<file path="config.mk">
export PLATFORM = sky130hd
export DESIGN_NAME = local_mem_sdp
export DESIGN_NICKNAME = d
export VERILOG_FILES = /design/src/rtl/mem_pkg.sv /design/src/rtl/sdp_ram_core.sv /design/src/rtl/local_mem_sdp.sv
export SDC_FILE = /design/constraint.sdc
export NUM_CORES = 1
export LEC_CHECK = 0
export CAP_MARGIN = 20
export CORE_MARGIN = 8
export CORE_UTILIZATION = 40
export DETAILED_ROUTE_END_ITERATION = 10
export PLACE_DENSITY_LB_ADDON = 0.25
export SLEW_MARGIN = 40
export SYNTH_ARGS = -nofsm -noshare
export SYNTH_HDL_FRONTEND = slang
export SYNTH_SLANG_ARGS = --single-unit
export TNS_END_PERCENT = 20
</file>
<file path="constraint.sdc">
create_clock -name clk -period 2.7 [get_ports clk]
set_input_delay 0.405 -clock clk [delete_from_list [all_inputs] [get_ports clk]]
set_output_delay 0.405 -clock clk [all_outputs]
set_load 0.02 [all_outputs]
</file>
<file path="src/rtl/mem_pkg.sv">
// Shared constants for the coprocessor local memories: read-during-write
// collision modes and the clear-engine state encoding.
package mem_pkg;

   // Same-address read/write in one cycle: old data or new data
   localparam int COLL_READ_FIRST  = 0;
   localparam int COLL_WRITE_FIRST = 1;

   // Clear engine states
   localparam logic [1:0] ST_IDLE  = 2'd0;
   localparam logic [1:0] ST_CLEAR = 2'd1;
   localparam logic [1:0] ST_DONE  = 2'd2;

endpackage

</file>
<file path="src/rtl/sdp_ram_core.sv">
// Bare simple-dual-port array: one write port, one read port, read-first.
// Kept free of reset and read enable so synthesis maps it onto block RAM.
module sdp_ram_core #(
   parameter int width      = 8,
   parameter int depth_bits = 2
) (
   input  logic                  clk,
   input  logic                  write_en,
   input  logic [depth_bits-1:0] write_address,
   input  logic [width-1:0]      write_data_in,
   input  logic [depth_bits-1:0] read_address,
   output logic [width-1:0]      read_data_out
);

   logic [width-1:0] mem [2**depth_bits];

   // Synchronous write and registered read; the read sees pre-write content
   // NOTE: the array has no reset on purpose -- a reset would turn it into flops.
   always_ff @(posedge clk) begin
      if (write_en) begin
         mem[write_address] <= write_data_in;
      end
      read_data_out <= mem[read_address];
   end

endmodule

</file>
<file path="src/rtl/local_mem_sdp.sv">
// Simple-dual-port local memory for the stream coprocessor: selectable
// collision behaviour, optional output register, read_valid strobe, and a
// clear engine that zeroes the array one location per cycle.
module local_mem_sdp
   import mem_pkg::*;
#(
   parameter int width      = 8,
   parameter int depth_bits = 2,
   parameter int out_reg    = 0,
   parameter int collision  = COLL_READ_FIRST
) (
   input  logic                  clk,
   input  logic                  reset,
   input  logic                  write_en,
   input  logic [depth_bits-1:0] write_address,
   input  logic [width-1:0]      write_data_in,
   input  logic                  read_en,
   input  logic [depth_bits-1:0] read_address,
   output logic [width-1:0]      read_data_out,
   output logic                  read_valid,
   input  logic                  clear_start,
   output logic                  clear_busy,
   output logic                  clear_done
);

   localparam logic [depth_bits-1:0] last_address = '1;

   logic [1:0]            state;
   logic [depth_bits-1:0] sweep_count;
   logic                  idle;
   logic                  sweeping;

   logic                  ram_we;
   logic [depth_bits-1:0] ram_wa;
   logic [width-1:0]      ram_wd;
   logic [width-1:0]      ram_q;

   logic                  read_accept;
   logic                  bypass_hit;
   logic                  valid1;
   logic                  bypass1;
   logic [width-1:0]      bypass_data;
   logic [width-1:0]      read1_data;

   assign idle     = (state == ST_IDLE);
   assign sweeping = (state == ST_CLEAR);

   // External accesses are only honoured in IDLE; the sweep owns the write port
   assign ram_we = sweeping | (write_en & idle);
   assign ram_wa = sweeping ? sweep_count : write_address;
   assign ram_wd = sweeping ? '0 : write_data_in;

   assign read_accept = read_en & idle;
   assign bypass_hit  = (collision == COLL_WRITE_FIRST) && read_accept && write_en &&
                        (write_address == read_address);

   sdp_ram_core #(
      .width      (width),
      .depth_bits (depth_bits)
   ) u_core (
      .clk           (clk),
      .write_en      (ram_we),
      .write_address (ram_wa),
      .write_data_in (ram_wd),
      .read_address  (read_address),
      .read_data_out (ram_q)
   );

   // First read stage: valid strobe and write-first bypass capture
   // NOTE: sequential state uses non-blocking assignments so every flop samples pre-edge values.
   always_ff @(posedge clk or posedge reset) begin
      if (reset) begin
         valid1      <= 1'b0;
         bypass1     <= 1'b0;
         bypass_data <= '0;
      end else begin
         valid1  <= read_accept;
         bypass1 <= bypass_hit;
         if (bypass_hit) begin
            bypass_data <= write_data_in;
         end
      end
   end

   assign read1_data = bypass1 ? bypass_data : ram_q;

   generate
      if (out_reg != 0) begin : g_out_reg
         logic             valid2;
         logic [width-1:0] data2;

         // Output register: captures only completed reads, otherwise holds
         always_ff @(posedge clk or posedge reset) begin
            if (reset) begin
               valid2 <= 1'b0;
               data2  <= '0;
            end else begin
               valid2 <= valid1;
               if (valid1) begin
                  data2 <= read1_data;
               end
            end
         end

         assign read_data_out = data2;
         assign read_valid    = valid2;
      end else begin : g_no_out_reg
         logic [width-1:0] held;

         // Remember the last completed read so the output holds between reads
         always_ff @(posedge clk or posedge reset) begin
            if (reset) begin
               held <= '0;
            end else if (valid1) begin
               held <= read1_data;
            end
         end

         assign read_data_out = valid1 ? read1_data : held;
         assign read_valid    = valid1;
      end
   endgenerate

   // Clear engine: ascending sweep of every location, then a one-cycle DONE
   always_ff @(posedge clk or posedge reset) begin
      if (reset) begin
         state       <= ST_IDLE;
         sweep_count <= '0;
      end else begin
         case (state)
            ST_IDLE: begin
               sweep_count <= '0;
               if (clear_start) begin
                  state <= ST_CLEAR;
               end
            end
            ST_CLEAR: begin
               sweep_count <= sweep_count + 1'b1;
               if (sweep_count == last_address) begin
                  state <= ST_DONE;
               end
            end
            ST_DONE: begin
               state <= ST_IDLE;
            end
            default: begin
               state <= ST_IDLE;
            end
         endcase
      end
   end

   assign clear_busy = sweeping;
   assign clear_done = (state == ST_DONE);

endmodule

</file>
Word-level counts from Yosys, hierarchy flattened
Memory sizes are Yosys's and may differ from the RTL's. A register that Yosys moved wholly into a read port is not among the register bits.
Cells that the tools add are included.
{ "op_classes": {"addsub": 1, "n_eq_ne": 5, "muxes": 9, "bitwise": 3, "reduce_logical": 3} }
{ "op_table": {"columns": ["cell", "count"], "rows": [
  ["$mux W8", 2],
  ["$pmux W2 S2", 2],
  ["$mux W2", 3],
  ["$eq A2 B2 Y1 const B", 2],
  ["$add A2 B1 Y2 const B", 1],
  ["$and A1 B1 Y1", 2],
  ["$eq A2 B1 Y1 const B", 1],
  ["$logic_not A2 Y1", 1],
  ["$mux W1", 2],
  ["$ne A2 B1 Y1 const B", 1],
  ["$ne A2 B2 Y1 const B", 1],
  ["$reduce_and A2 Y1", 1],
  ["$reduce_bool A2 Y1", 1],
  ["$or A1 B1 Y1", 1]
]} }
{ "word_totals": {"register_bits": 13, "ram_bits": 32, "input_bits": 17, "out_inout_bits": 11, "wordCells": 26, "mem_count": 1} }
{ "memory_table": {"columns": ["name", "depth", "word_bits", "read_ports", "rd_ports_with_merged_regs", "wr", "line", "rtl"], "rows": [
  ["u_core.mem", 4, 8, 1, 1, 1, "sdp_ram_core.sv:15", "logic [width-1:0] mem [2**depth_bits];"]
]} }

Depth between registers and ports, before layout
{ "depth": {"depth_word": 5, "mapped_depth": 4, "depth_no_buf": 3} }

Hierarchy
Synthesis repeated with hierarchy kept, for this count alone.
{ "hier_totals": {"hier_cells": 102, "hier_area_um2": 1963.1} }
{ "modules_own_cells": {"columns": ["mod", "n_inst", "cells_each", "area_per_inst_um2", "seq_area_each_um2"], "rows": [
  ["sdp_ram_core", 1, 54, 1348.8, 1121.1],
  ["local_mem_sdp", 1, 48, 614.3, 325.3]
]} }

Worst setup path after synthesis
OpenSTA, ideal clock, no wires.
{ "synth_timing": {"path_kind": "register to register", "from": "reg state[0]", "to": "mem u_core.mem[0][0] (enable)", "setup_ns": 0.386, "arrival_ns": 1.619, "required_time_ns": 2.314, "slack_ns": 0.694, "path_stages_with_launch": 4, "n_path_buf": 1, "period_less_slack_ns": 2.006, "cell_sequence": "dfrtp_1 > buf_6 > or3b_1 > a211oi_1"} }
{ "synth_between": {"elab_chain_cells": 5, "elab_cells_between_ends": 7, "cone_classes": "eq/ne: 1; mux: 3; bitwise: 2; reduce/logical: 1"} }
{ "synth_lines": {"columns": ["element", "line", "rtl"], "rows": [
  ["start: declaration", "local_mem_sdp.sv:28", "logic [1:0] state;"],
  ["start signal: assignment", "local_mem_sdp.sv:127", "state <= ST_IDLE;"],
  ["start signal: assignment", "local_mem_sdp.sv:134", "state <= ST_CLEAR;"],
  ["start signal: assignment", "local_mem_sdp.sv:140", "state <= ST_DONE;"],
  ["$logic_not A2 Y1", "local_mem_sdp.sv:45", "assign idle = (state == ST_IDLE);"],
  ["$and A1 B1 Y1", "local_mem_sdp.sv:49", "assign ram_we = sweeping | (write_en & idle);"],
  ["$or A1 B1 Y1", "local_mem_sdp.sv:49", null],
  ["$mux W1", "sdp_ram_core.sv:20", "if (write_en) begin"],
  ["$mux W1 (implied by the code)", "sdp_ram_core.sv:21", "mem[write_address] <= write_data_in;"],
  ["end: declaration", "sdp_ram_core.sv:15", null]
]} }
Parallel ways exist; a longest one is shown, timed or not.

Worst setup path after layout
{ "layout_timing": {"from": "reg state[0]", "to": "out clear_busy"} }
{ "layout_between": {"elab_chain_cells": 1} }
{ "layout_lines": {"columns": ["element", "line", "rtl"], "rows": [
  ["$eq A2 B1 Y1", "local_mem_sdp.sv:46", "assign sweeping = (state == ST_CLEAR);"],
  ["end: declaration", "local_mem_sdp.sv:22", "output logic clear_busy,"]
]} }
Every way passes these cells.

==> impl_metrics.tcl <==
set metrics [dict create \
    status "finished clean" \
    via_count 969 \
    switching_share_pct 29.4 \
    coreArea_sq_um 4720 \
    dieHeight_microns 86.0 \
    grt_max_degree 18 \
    synth_top_area_cell "edfxtp_1" \
    avgRoutedWirePerCell_microns 15.3 \
    hpwl_mm 2.32 \
    preCtsSetupSlack_ns 0.628 \
    max_stage_delay_ns 0.62 \
    arrival_ns 1.96 \
    cts.repair.resized 0 \
    path_buf_inv 2 \
    rows 25 \
    cts_buffers 5 \
    peakVddDrop_uv 537 \
    start_util_pct 41.5 \
    path_delay_family "buffers and inverters" \
    holdBufCountCts 0 \
    drtPass1Iterations 4 \
    setup_viol 0 \
    cts_tree "yes" \
    overflow 0 \
    final_cell_mix "edfxtp_1, clkdlybuf4s50_1, dfrtp_1" \
    yosysSeqAreaShare_pct 73.9 \
    cp.required_ns 2.30 \
    final_max_slew_viol_count 0 \
    avgSynthCellArea_sq_um 18.6 \
    drtAntennaViolNets 0 \
    nNetsFinal 156 \
    place_congestion 0.818 \
    postCtsSetupBuffers 0 \
    grt_setup_unrepaired "false" \
    dieArea_sq_um 7390 \
    critPathMaxFanout 11 \
    routed_wl_mm 3.15 \
    fmax_ghz 0.422 \
    postSynthNetCount 123 \
    crit_path_top_delay_cell "clkdlybuf4s50_1" \
    slew_headroom_pct 61.1 \
    crit_type "flip-flop to output port" \
    drtIter0Drc 23 \
    yosysWarnings 0 \
    grt_pass1_wl_mm 5.41 \
    clockRootBuffer "clkbuf_8" \
    worstMarginPinSlew_ns 0.582 \
    area_growth_pct 23.3 \
    drc 0 \
    antenna_found_initial 0 \
    die_w_microns 86.0 \
    nFillCells 387 \
    power_density_nw_per_um2 1110 \
    synth-seq-cells 53 \
    htreeDepth 2 \
    end_kind "output port" \
    p_int_w 0.00189 \
    regArea_sq_um 1450 \
    antennaDiodeCount 0 \
    drive_gt1_share_pct 20.9 \
    syn_area_sq_um 1960 \
    cp-start-kind "flip-flop" \
    switchingPower_w 0.000786 \
    final_common_cell "edfxtp_1" \
    netlist_instances 105 \
    routed_via_density 4.70 \
    path_clk_slew_ns 0.09 \
    pwr-share-seq_pct 51.4 \
    ys_top_cells_by_area "edfxtp_1, dfrtp_1, mux4_2" \
    period_share_pct 87.8 \
    crit_chain "or2b_1 -> inv_1 -> clkdlybuf4s50_1" \
    rrSetupSlack_ns 1.04 \
    period_minus_slack_ns 2.37 \
    finalHoldViolations 0 \
    p_leak_nw 0.884 \
    grt_usage_pct 9.67 \
    clock_latency_ns 0.30 \
    p_clk_share_pct 17.2 \
    power.share.combinational_pct 31.5 \
    synth_cell_type_count 24 \
    io_pins 28 \
    cts_buffer_depth 2 \
    hold_class "primary input to async pin" \
    port_buffers 27 \
    grt_pass1_vias 1086 \
    clock_skew_ns 0.00846 \
    multiInputGateArea_sq_um 475 \
    cts.sinks 53 \
    setup_slack_ns 0.330 \
    setup_tns_ns 0 \
    synth_top_cell_area_share_pct 49.1 \
    drv_cap 0 \
]
sequential cells by signal, summed over array words and instances, names as in the netlist:
signal                count
g_no_out_reg.held         8
read_valid                1
state                     2
sweep_count               2
u_core.mem               32
u_core.read_data_out      8
cell type report:
| type | count | area share, % |
|---|---|---|
| repair buffers | 31 | 12.4 |
| inverters | 2 | 0.311 |
| clock inverters | 2 | 0.726 |
| well taps | 67 | 3.47 |
| multi-input cells | 45 | 19.7 |
| flip-flops and latches | 53 | 59.9 |
| clock buffers | 6 | 3.42 |
cells in the mapped netlist:
cell type,count
buf_6,1
or2b_1,3
dfxtp_1,8
o21ai_0,1
mux2i_1,1
clkbuf_1,1
and2_1,9
mux2_2,9
nand2b_1,1
nor2b_1,1
ha_1,1
a22o_1,1
mux4_2,8
dfrtp_1,13
or3b_1,1
buf_2,2
inv_1,2
edfxtp_1,32
buf_1,1
nor3b_1,1
nand3b_1,1
nand2_1,2
a21oi_1,1
a211oi_1,4
per-stage QoR:
stage | hold WS (ns) | utilization [%] | instances | instance area, sq um | total power (W)
6_report | 0.407 | 51.1 | 206 | 2410 | 0.00267
2_1_floorplan | 0.282 | - | 105 | 1960 | 0.00189
5_1_grt | 0.462 | 51.1 | 206 | 2410 | 0.00285
3_5_place_dp | 0.471 | 49.0 | 198 | 2310 | 0.00226
4_1_cts | 0.430 | 51.1 | 206 | 2410 | 0.00272
3_3_place_gp | 0.464 | 49.0 | 198 | 2310 | 0.00222
worst reg2reg max path, cell delays in order, from the launching register on:
cell and delay (ns):
dfrtp_1 0.49, or3b_1 0.43, a211oi_1 0.24, buf_4 0.22
per-layer routing:
layer / track usage, % / up-vias / share of wire [%]
li1: - / 458 / -
met1: 11.7 / 483 / 45
met2: 14.8 / 22 / 48
met3: 3.82 / 6 / 5.5
met4: 4.46 / 0 / 1.8
met5: 0 / - / 0
cell families (layout without fill, tap and decap cells):
group	after synthesis	count (layout)	synth area share, %
compound gates	7	7	2.49
fa+ha+maj	1	1	0.639
buf+inv	7	41	1.85
flops	53	53	73.9
mux	18	18	14.9
simple gates	19	19	6.26
power by group through the flow:
stage	combinational [W]	sequential, W	clock (W)
floorplan	0.000556	0.00133	0
global placement	0.000847	0.00138	0
detailed placement	0.000869	0.00140	0
CTS	0.000868	0.00138	0.000472
global route	0.000929	0.00142	0.000505
finish	0.000841	0.00137	0.000459
worst paths after layout:
path / from / to / depth (start not counted)
setup / recovery: state[0]$_DFFE_PP0P_ / clear_busy / 3
hold / removal: reset / g_no_out_reg.held[3]$_DFF_PP0_ / 2
setup reg to reg: state[0]$_DFFE_PP0P_ / u_core.mem[2][2]$_DFFE_PP_ / 3
hold reg to reg: u_core.read_data_out[7]$_DFF_P_ / g_no_out_reg.held[7]$_DFF_PP0_ / 1
max in group asynchronous: reset / g_no_out_reg.held[1]$_DFF_PP0_ / 2
min in group clk: u_core.read_data_out[7]$_DFF_P_ / g_no_out_reg.held[7]$_DFF_PP0_ / 1
(Power assumes the default switching activity.)
